`config.mk`:
```
export PLATFORM = sky130hd
export DESIGN_NAME = memory_stage_flat
export DESIGN_NICKNAME = d
export VERILOG_FILES = /design/src/rtl/memory_stage_if.sv /design/src/rtl/memory_stage.sv /design/src/flat_wrapper.sv
export SDC_FILE = /design/constraint.sdc
export NUM_CORES = 1
export LEC_CHECK = 0
export ABC_AREA = 1
export BUFFER_PORTS_ARGS = -buffer_cell sky130_fd_sc_hd__buf_2
export CAP_MARGIN = 0
export CORE_MARGIN = 3
export CORE_UTILIZATION = 45
export CTS_BUF_LIST = sky130_fd_sc_hd__clkbuf_8
export DETAILED_ROUTE_END_ITERATION = 16
export GPL_ROUTABILITY_DRIVEN = 1
export PLACE_DENSITY = 0.75
export SETUP_SLACK_MARGIN = 0.15
export SYNTH_ARGS = -nofsm -noshare
export SYNTH_HDL_FRONTEND = slang
export SYNTH_SLANG_ARGS = --single-unit
export TNS_END_PERCENT = 20
```
`constraint.sdc`:
```
create_clock -name clk -period 2.35 [get_ports clk]
set_input_delay 0.47 -clock clk [delete_from_list [all_inputs] [get_ports clk]]
set_output_delay 0.47 -clock clk [all_outputs]
set_load 0.02 [all_outputs]
```
`src/rtl/memory_stage_if.sv`:
```
// Memory-stage bundle: upstream operands, data-memory port, writeback and redirect.
interface memory_stage_if #(
  parameter int unsigned XLEN = 32
);
  logic [XLEN-1:0] alu_out;
  logic [XLEN-1:0] wd_me;
  logic [4:0]      rd;
  logic            mem_we;
  logic            mem_reg;
  logic            me_we;
  logic            pc_r;
  logic [XLEN-1:0] pc_disp;
  logic            dm_req;
  logic            dm_we;
  logic [XLEN-1:0] dm_addr;
  logic [XLEN-1:0] dm_wdata;
  logic            dm_ack;
  logic [XLEN-1:0] dm_rdata;
  logic [XLEN-1:0] wb_data;
  logic [4:0]      wb_rd;
  logic            wb_we;
  logic [XLEN-1:0] bp_mem;
  logic            stall;
  logic            pc_r_f;
  logic [XLEN-1:0] pc_disp_f;
  logic [1:0]      err;

  modport master (
    output alu_out, wd_me, rd, mem_we, mem_reg, me_we, pc_r, pc_disp, dm_ack, dm_rdata,
    input  dm_req, dm_we, dm_addr, dm_wdata, wb_data, wb_rd, wb_we, bp_mem, stall,
           pc_r_f, pc_disp_f, err
  );

  modport slave (
    input  alu_out, wd_me, rd, mem_we, mem_reg, me_we, pc_r, pc_disp, dm_ack, dm_rdata,
    output dm_req, dm_we, dm_addr, dm_wdata, wb_data, wb_rd, wb_we, bp_mem, stall,
           pc_r_f, pc_disp_f, err
  );
endinterface

```
`src/rtl/memory_stage.sv`:
```
// Pipeline memory stage: issues loads/stores, stalls on slow memory with timeout
// abort, flags misalignment, and registers the writeback.
module memory_stage #(
  parameter int unsigned XLEN    = 32,
  parameter int unsigned TIMEOUT = 16
) (
  input logic          clk,
  input logic          rst,
  memory_stage_if.slave bus
);
  localparam int unsigned CW = $clog2(TIMEOUT + 1);

  typedef enum logic {IDLE = 1'b0, WAIT = 1'b1} state_t;

  state_t          state;
  logic [XLEN-1:0] lat_addr;
  logic [XLEN-1:0] lat_wdata;
  logic [4:0]      lat_rd;
  logic            lat_we;
  logic            lat_reg;
  logic            lat_me_we;
  logic [CW-1:0]   cnt;

  logic [XLEN-1:0] op_addr;
  logic [XLEN-1:0] op_wdata;
  logic [4:0]      op_rd;
  logic            op_we;
  logic            op_reg;
  logic            op_me_we;
  logic            mem_op;
  logic            is_load;
  logic            req;
  logic            misalign;
  logic            abort;
  logic            done;
  logic [XLEN-1:0] wb_val;
  logic            wb_we_nxt;

  // Operand source: live inputs in IDLE, latched copy while waiting on memory
  always_comb begin
    op_addr   = bus.alu_out;
    op_wdata  = bus.wd_me;
    op_rd     = bus.rd;
    op_we     = bus.mem_we;
    op_reg    = bus.mem_reg;
    op_me_we  = bus.me_we;
    req       = 1'b0;
    misalign  = 1'b0;
    abort     = 1'b0;
    done      = 1'b1;
    if (state == WAIT) begin
      op_addr  = lat_addr;
      op_wdata = lat_wdata;
      op_rd    = lat_rd;
      op_we    = lat_we;
      op_reg   = lat_reg;
      op_me_we = lat_me_we;
    end
    mem_op  = op_we | op_reg;
    is_load = op_reg & ~op_we;
    if (state == WAIT) begin
      req   = 1'b1;
      abort = ~bus.dm_ack && (cnt == CW'(TIMEOUT - 1));
      done  = bus.dm_ack | abort;
    end else begin
      req      = rst & mem_op & (op_addr[1:0] == 2'b00);
      misalign = mem_op & (op_addr[1:0] != 2'b00);
      done     = ~req | bus.dm_ack;
    end
    // Loads return memory data only when acknowledged; aborts and misaligned loads yield 0
    if (is_load) wb_val = (req && bus.dm_ack) ? bus.dm_rdata : '0;
    else         wb_val = op_addr;
    wb_we_nxt = op_me_we & ~op_we;
  end

  assign bus.dm_req    = req;
  assign bus.dm_we     = req & op_we;
  assign bus.dm_addr   = op_addr;
  assign bus.dm_wdata  = op_wdata;
  assign bus.stall     = ~done;
  assign bus.bp_mem    = op_addr;
  assign bus.pc_r_f    = bus.pc_r & done;
  assign bus.pc_disp_f = bus.pc_disp;

  always_ff @(posedge clk or negedge rst) begin
    if (!rst) begin
      state       <= IDLE;
      cnt         <= '0;
      lat_addr    <= '0;
      lat_wdata   <= '0;
      lat_rd      <= '0;
      lat_we      <= 1'b0;
      lat_reg     <= 1'b0;
      lat_me_we   <= 1'b0;
      bus.err     <= 2'b00;
      bus.wb_data <= '0;
      bus.wb_rd   <= '0;
      bus.wb_we   <= 1'b0;
    end else begin
      if (misalign) bus.err[1] <= 1'b1;
      if (abort)    bus.err[0] <= 1'b1;
      // Stalled cycles insert a bubble and hold the last writeback value
      if (done) begin
        bus.wb_data <= wb_val;
        bus.wb_rd   <= op_rd;
        bus.wb_we   <= wb_we_nxt;
      end else begin
        bus.wb_we   <= 1'b0;
      end
      case (state)
        IDLE: begin
          if (req && !bus.dm_ack) begin
            state     <= WAIT;
            cnt       <= '0;
            lat_addr  <= bus.alu_out;
            lat_wdata <= bus.wd_me;
            lat_rd    <= bus.rd;
            lat_we    <= bus.mem_we;
            lat_reg   <= bus.mem_reg;
            lat_me_we <= bus.me_we;
          end
        end
        WAIT: begin
          if (done) state <= IDLE;
          else      cnt   <= cnt + 1'b1;
        end
        default: state <= IDLE;
      endcase
    end
  end
endmodule

```
`src/flat_wrapper.sv`:
```
// flat-port wrapper written by rule: the top's interface ports become plain ports
module memory_stage_flat 
#(
  parameter int unsigned XLEN    = 32,
  parameter int unsigned TIMEOUT = 16
)
  (clk, rst, bus_alu_out, bus_wd_me, bus_rd, bus_mem_we, bus_mem_reg, bus_me_we, bus_pc_r, bus_pc_disp, bus_dm_ack, bus_dm_rdata, bus_dm_req, bus_dm_we, bus_dm_addr, bus_dm_wdata, bus_wb_data, bus_wb_rd, bus_wb_we, bus_bp_mem, bus_stall, bus_pc_r_f, bus_pc_disp_f, bus_err);
  memory_stage_if #(.XLEN(XLEN)) bus_i ();
  input logic clk;
  input logic rst;
  input wire logic [$bits(bus_i.alu_out)-1:0] bus_alu_out;
  input wire logic [$bits(bus_i.wd_me)-1:0] bus_wd_me;
  input wire logic [$bits(bus_i.rd)-1:0] bus_rd;
  input wire logic [$bits(bus_i.mem_we)-1:0] bus_mem_we;
  input wire logic [$bits(bus_i.mem_reg)-1:0] bus_mem_reg;
  input wire logic [$bits(bus_i.me_we)-1:0] bus_me_we;
  input wire logic [$bits(bus_i.pc_r)-1:0] bus_pc_r;
  input wire logic [$bits(bus_i.pc_disp)-1:0] bus_pc_disp;
  input wire logic [$bits(bus_i.dm_ack)-1:0] bus_dm_ack;
  input wire logic [$bits(bus_i.dm_rdata)-1:0] bus_dm_rdata;
  output wire logic [$bits(bus_i.dm_req)-1:0] bus_dm_req;
  output wire logic [$bits(bus_i.dm_we)-1:0] bus_dm_we;
  output wire logic [$bits(bus_i.dm_addr)-1:0] bus_dm_addr;
  output wire logic [$bits(bus_i.dm_wdata)-1:0] bus_dm_wdata;
  output wire logic [$bits(bus_i.wb_data)-1:0] bus_wb_data;
  output wire logic [$bits(bus_i.wb_rd)-1:0] bus_wb_rd;
  output wire logic [$bits(bus_i.wb_we)-1:0] bus_wb_we;
  output wire logic [$bits(bus_i.bp_mem)-1:0] bus_bp_mem;
  output wire logic [$bits(bus_i.stall)-1:0] bus_stall;
  output wire logic [$bits(bus_i.pc_r_f)-1:0] bus_pc_r_f;
  output wire logic [$bits(bus_i.pc_disp_f)-1:0] bus_pc_disp_f;
  output wire logic [$bits(bus_i.err)-1:0] bus_err;
  assign bus_i.alu_out = bus_alu_out;
  assign bus_i.wd_me = bus_wd_me;
  assign bus_i.rd = bus_rd;
  assign bus_i.mem_we = bus_mem_we;
  assign bus_i.mem_reg = bus_mem_reg;
  assign bus_i.me_we = bus_me_we;
  assign bus_i.pc_r = bus_pc_r;
  assign bus_i.pc_disp = bus_pc_disp;
  assign bus_i.dm_ack = bus_dm_ack;
  assign bus_i.dm_rdata = bus_dm_rdata;
  assign bus_dm_req = bus_i.dm_req;
  assign bus_dm_we = bus_i.dm_we;
  assign bus_dm_addr = bus_i.dm_addr;
  assign bus_dm_wdata = bus_i.dm_wdata;
  assign bus_wb_data = bus_i.wb_data;
  assign bus_wb_rd = bus_i.wb_rd;
  assign bus_wb_we = bus_i.wb_we;
  assign bus_bp_mem = bus_i.bp_mem;
  assign bus_stall = bus_i.stall;
  assign bus_pc_r_f = bus_i.pc_r_f;
  assign bus_pc_disp_f = bus_i.pc_disp_f;
  assign bus_err = bus_i.err;
  memory_stage #(.XLEN(XLEN), .TIMEOUT(TIMEOUT)) u_core (.clk(clk), .rst(rst), .bus(bus_i));
endmodule
```
==> results.yml, run 1 <==
layout:
  area_delta_synth_final_pct: 34.95
  instances_no_fill: 1236
  postLayoutCellArea_sq_mm: 0.008716
  final_core_util_pct: 62.55
  num-nets-final: 1189
  fillers: 1186
  final_common_cell: "nand2_1"
  final_cell_mix: "303 x nand2_1, 204 x buf_2, 117 x dfrtp_1"
  antenna_cells: 0
  layout-drive-gt1-share_pct: 38.92
  biggestRegsByFlops: "u_core.bus.wb_data: 32 flops, u_core.lat_addr: 32 flops, u_core.lat_wdata: 32 flops"
sta:
  slew_violations: 0
  period_minus_slack_ns: 2.328
  setup_tns_ns: 0
  min_period_over_period_pct: 99.05
  rsz0062_at_grt: "true"
  tightest_slew_ns: 0.9064
  finalWorstSetupSlack_ns: 0.02223
  fmaxAchievable_ghz: 0.4296
  hold_viol: 0
  setup_viol: 0
  skew_ns: 0.01011
  holdWs_ns: 0.1819
  slew_headroom_pct: 39.57
global_route:
  grt_max_degree: 79
  grt_pass1_wl_mm: 27.99
  grt_usage_pct: 21.76
  grt_pass1_vias: 5684
  overflow: 0
  antenna_found_initial: 0
clocking:
  cts_tree: "yes"
  clock-root-buffer: "clkbuf_8"
  clkSlewWorstSetupHoldPaths_ns: 0.07
  ctsHoldBuffers: 0
  cts_buffer_depth: 2
  insertion_delay_ns: 0.43
  htreeDepth: 4
  cts_buffers: 17
  numClockSinks: 118
synthesis:
  async_reset_ff_share_pct: 100.0
  synthFlopType: "dfrtp_1"
  ys_ff_latch: 118
  synth_xor_area_share_pct: 0
  yosys_warnings: 0
  synth_compound_area_share_pct: 11.76
  synth_edf_count: 0
  synth_top_family_by_area: "simple AND/OR/NAND/NOR gates"
  synthesis.nets: 997
  synth-simple-area-share_pct: 24.58
  synth_cell_type_count: 24
  synth_cells: 855
  yosys.area_share.adder_pct: 0.3874
  ys_seq_area_share_pct: 45.72
  syn_area_sq_mm: 0.006459
  synthMuxAreaShare_pct: 0.3100
  synth_area_per_cell_sq_um: 7.554
detailed_routing:
  drc: 0
  ant_nets: 0
  drtIter0Drc: 331
  via_count: 6162
  viasPerCell: 4.985
  wl_per_cell_um: 15.17
  wirelength_mm: 18.75
  drt_pass1_iterations: 5
floorplanning:
  core_sq_mm: 0.01393
  io_pins: 312
  rows: 43
  die_y_um: 125.8
  initial_core_util_pct: 46.35
  dieArea_sq_mm: 0.01583
  die_width_um: 125.8
placement:
  dpl.hpwl_mm: 11.96
  place_ws_ns: 0.2010
  place_area_sq_mm: 0.007320
  io_buffers: 247
  gp_congestion: 0.8352
  placedCellCount: 1184
setup_path:
  worstSetupEndpointType: "primary output"
  worstPathArrival_ns: 1.86
  ff2ff_setup_slack_ns: 0.25
  r2r_cells: 11
  cp_max_fo: 8
  r2r-start: "u_core.state"
  start_kind: "register"
  required_ns: 1.88
  path_class: "register to primary output"
  worstReg2RegEnd: "u_core.lat_wdata[1]"
pwr:
  p_total_mw: 6.001
  leakage_nw: 4.724
  powerDensity_mw_per_mm2: 688.6
  ir_drop_mv: 0.3948
worst_hold_path:
  hold_class: "input pin to asynchronous set/reset pin"
job:
  max-cap-violations: 0
status:
  status: "complete, no violations"
[repair_timing]
item                       CTS  global route
buffers inserted            11             8
setup endpoints to repair   91            98
gates cloned                 0             5
resized for setup           65           190
pin swaps                   12            18
[synth_stat cells (3+ instances only)]
cell | instances | area share (%)
buf_2 | 14 | 1.1
buf_4 | 67 | 7.8
buf_6 | 11 | 1.9
clkbuf_1 | 22 | 1.3
dfrtp_1 | 118 | 46
inv_1 | 85 | 4.9
nand2_1 | 335 | 19
nand3_1 | 5 | 0.39
nand4_1 | 33 | 3.2
o21ai_0 | 117 | 9.1
o21ai_1 | 20 | 1.5
o21ai_2 | 7 | 0.95
or2_2 | 3 | 0.29
[logic make-up (layout without fill, tap and decap cells)]
| logic type | count (synthesis) | in the layout |
|---|---|---|
| AOI/OAI and AO/OA | 146 | 146 |
| DFF | 118 | 118 |
| buffers and inverters | 203 | 404 |
| adders and majority gates | 2 | 2 |
| and+or+nand+nor | 384 | 384 |
| muxes | 2 | 2 |
[worst max-delay path, stage by stage (launching register included)]
cell     delay (ns)
dfrtp_4        0.59
inv_8          0.11
nand2_2        0.06
nand2_2        0.10
nand2_4        0.07
nand2_4        0.11
nand2_8        0.07
nand4_4        0.11
nand2_2        0.06
inv_2          0.04
buf_6          0.10
[layout make-up]
type | count | area (sq um) | share of cell area, %
clock inverters | 5 | 48.80 | 0.5599
clock buffers | 23 | 316.6 | 3.632
inverters | 87 | 334.1 | 3.833
flip-flops and latches | 118 | 2957 | 33.92
repair buffers | 289 | 1966 | 22.55
multi-input cells | 534 | 2869 | 32.92
well taps | 180 | 225.2 | 2.584
[metal layers]
metal | track usage (%) | vias up | part of all wire [%]
li1 | - | 3013 | -
met1 | 27.18 | 2900 | 40
met2 | 36.78 | 227 | 51
met3 | 6.531 | 22 | 7.3
met4 | 6.183 | 0 | 1.4
met5 | 0 | - | 0
[where the power goes]
group | internal [mW] | switching, mW | total [mW]
Combinational | 0.617 | 0.940 | 1.56
Sequential | 2.45 | 0.260 | 2.71
Clock | 0.973 | 0.765 | 1.74
Total | 4.04 | 1.97 | 6.00
[worst max-delay path by stage]
stage,end,from,depth (start not counted),slack (ns)
after floorplan,bus_dm_we,bus_alu_out[1],5,0.22
after global placement,bus_pc_r_f,u_core.state,10,0.22
after detailed placement,bus_pc_r_f,u_core.state,10,0.20
after CTS,bus_dm_we,u_core.state,8,0.05
after global routing,bus_pc_r_f,u_core.state,10,-0.09
final,bus_pc_r_f,u_core.state,10,0.02
Power figures use the tool's default switching activity.
==> run 2, diff against run 1 <==
--- a/config.mk
+++ b/config.mk
@@ -9,11 +9,11 @@
 export BUFFER_PORTS_ARGS = -buffer_cell sky130_fd_sc_hd__buf_2
 export CAP_MARGIN = 0
 export CORE_MARGIN = 3
-export CORE_UTILIZATION = 45
+export CORE_UTILIZATION = 44
 export CTS_BUF_LIST = sky130_fd_sc_hd__clkbuf_8
 export DETAILED_ROUTE_END_ITERATION = 16
 export GPL_ROUTABILITY_DRIVEN = 1
-export PLACE_DENSITY = 0.75
+export PLACE_DENSITY = 0.77
 export SETUP_SLACK_MARGIN = 0.15
 export SYNTH_ARGS = -nofsm -noshare
 export SYNTH_HDL_FRONTEND = slang
==> constraint.sdc (replaced) <==
create_clock -name clk -period 2.1 [get_ports clk]
set_input_delay 0.42 -clock clk [delete_from_list [all_inputs] [get_ports clk]]
set_output_delay 0.42 -clock clk [all_outputs]
set_load 0.02 [all_outputs]
==> results.yml, run 2 (synthesis gave the netlist of run 1 again) <==
status:
  status: "finished, violations left"
  violations: "setup timing"
global_route:
  overflow: 0
  grt_pass1_wl_mm: 28.57
  grt_usage_pct: 21.96
  grt_pass1_vias: 5725
  grt_max_degree: 85
  antenna_found_initial: 2
floorplanning:
  initial_core_util_pct: 45.82
  io_pins: 312
  rows: 43
  die_y_um: 127.2
  dieArea_sq_mm: 0.01617
  core_sq_mm: 0.01410
  die_width_um: 127.2
layout:
  final_cell_mix: "299 x nand2_1, 163 x buf_2, 117 x dfrtp_1"
  fillers: 1229
  biggestRegsByFlops: "u_core.bus.wb_data: 32 flops, u_core.lat_addr: 32 flops, u_core.lat_wdata: 32 flops"
  layout-drive-gt1-share_pct: 39.75
  final_common_cell: "nand2_1"
  antenna_cells: 0
  postLayoutCellArea_sq_mm: 0.008673
  area_delta_synth_final_pct: 34.29
  instances_no_fill: 1239
  num-nets-final: 1190
placement:
  placedCellCount: 1189
  dpl.hpwl_mm: 12.25
  gp_congestion: 0.8449
  io_buffers: 247
  place_area_sq_mm: 0.007398
setup_path:
  start_kind: "register"
  worstSetupEndpointType: "primary output"
  crit_path_start: "u_core.state"
  path_class: "register to primary output"
  cp_max_fo: 6
  required_ns: 1.68
  r2r-start: "u_core.state"
  worstPathArrival_ns: 1.80
pwr:
  powerDensity_mw_per_mm2: 758.1
  leakage_nw: 4.681
  ir_drop_mv: 0.3650
  power_frac_clock_pct: 26.6
  p_seq_share_pct: 46.0
  netSwitchingFraction_pct: 33.38
  p_total_mw: 6.576
  p_switching_mw: 2.195
  p_int_mw: 4.381
  comb_power_share_pct: 27.4
job:
  max-cap-violations: 0
clocking:
  htreeDepth: 4
  insertion_delay_ns: 0.43
  cts_buffer_depth: 2
  clkSlewWorstSetupHoldPaths_ns: 0.07
  cts_buffers: 17
  numClockSinks: 118
  cts_tree: "yes"
  clock-root-buffer: "clkbuf_8"
detailed_routing:
  via_count: 6143
  drc: 0
  viasPerCell: 4.958
  wl_per_cell_um: 14.82
  ant_nets: 0
  drt_pass1_iterations: 5
  drtIter0Drc: 354
  wirelength_mm: 18.36
sta:
  hold_viol: 0
  finalWorstSetupSlack_ns: -0.1169
  fmaxAchievable_ghz: 0.4511
  slew_headroom_pct: 49.90
  slew_violations: 0
  min_period_over_period_pct: 105.6
  period_minus_slack_ns: 2.217
  setup_tns_ns: -1.843
  setup_viol: 43
  skew_ns: 0.01050
  tightest_slew_ns: 0.7515
  rsz0062_at_grt: "true"
worst_hold_path:
  hold_class: "input pin to asynchronous set/reset pin"
run 2: changes by cell type in the layout (fill, tap and decap cells not counted), sizes merged:
cell	before	now
clkbuf	27	21
inv	88	91
buf	285	289
clkinv	3	5
bufinv	1	0
dlygate4sd3	0	1
run 2: per-layer routing:
layer	up-vias	wire length (um)	part of all wire, %	track usage (%)
met5	-	21	0.11	0
li1	3007	-	-	-
met1	2837	7253	40	27.09
met3	30	1666	9.1	8.236
met4	4	198	1.1	6.498
met2	265	9220	50	36.11
run 2: critical path, cell delays in order (launching register included):
cell	delay (ns)
dfrtp_4	0.55
inv_4	0.11
nand2_2	0.06
nand2_2	0.08
nand2_4	0.06
nand2_4	0.09
nand2_4	0.06
nand4_4	0.11
nand2_1	0.06
inv_1	0.06
buf_6	0.11
run 2: power by group through the flow:
stage          logic (mW)  clock network [mW]  registers (mW)
6_report             1.80                1.75            3.02
5_1_grt              1.99                1.92            3.08
4_1_cts              1.68                1.82            2.98
3_5_place_dp         1.50                   0            3.02
3_3_place_gp         1.46                   0            3.00
2_1_floorplan        1.02                   0            3.07
run 2: final cells by class:
class / instances / area, sq um / share of cell area, %
inverters: 87 / 329.1 / 3.794
flip-flops and latches: 118 / 2957 / 34.09
multi-input cells: 534 / 2823 / 32.54
repair buffers: 290 / 2011 / 23.18
clock buffers: 21 / 289.0 / 3.332
clock inverters: 9 / 40.04 / 0.4616
well taps: 180 / 225.2 / 2.597
run 2: repair_timing:
action	CTS	global route
buffers inserted	15	3
endpoints found under the setup margin	100	174
hold buffers	1	0
pin swaps	18	11
hold endpoints to repair	3	0
gates resized for setup	183	122
gates cloned	1	0
run 2: path summary, 6_finish.rpt:
path                                             end  slack (ns)  cells past startpoint
min in group clk                 u_core.lat_wdata[3]        0.24                      3
worst max-delay path                      bus_pc_r_f       -0.12                     10
worst min register to register     u_core.bus.err[1]        0.47                      1
max in group asynchronous               u_core.state        1.33                      2
worst max register to register  u_core.lat_wdata[24]        0.10                     10
worst min-delay path              u_core.lat_addr[5]        0.19                      2
run 2: per-stage QoR:
step                hold slack [ns]  setup WS [ns]  util [%]
global placement             0.2359         0.1349     52.49
global route                 0.2225        -0.2309     61.53
detailed placement           0.2347        0.08567     52.49
finish                       0.1905        -0.1169     61.53
CTS                          0.1948        -0.1097     59.25
floorplan                    0.1244         0.1081         -
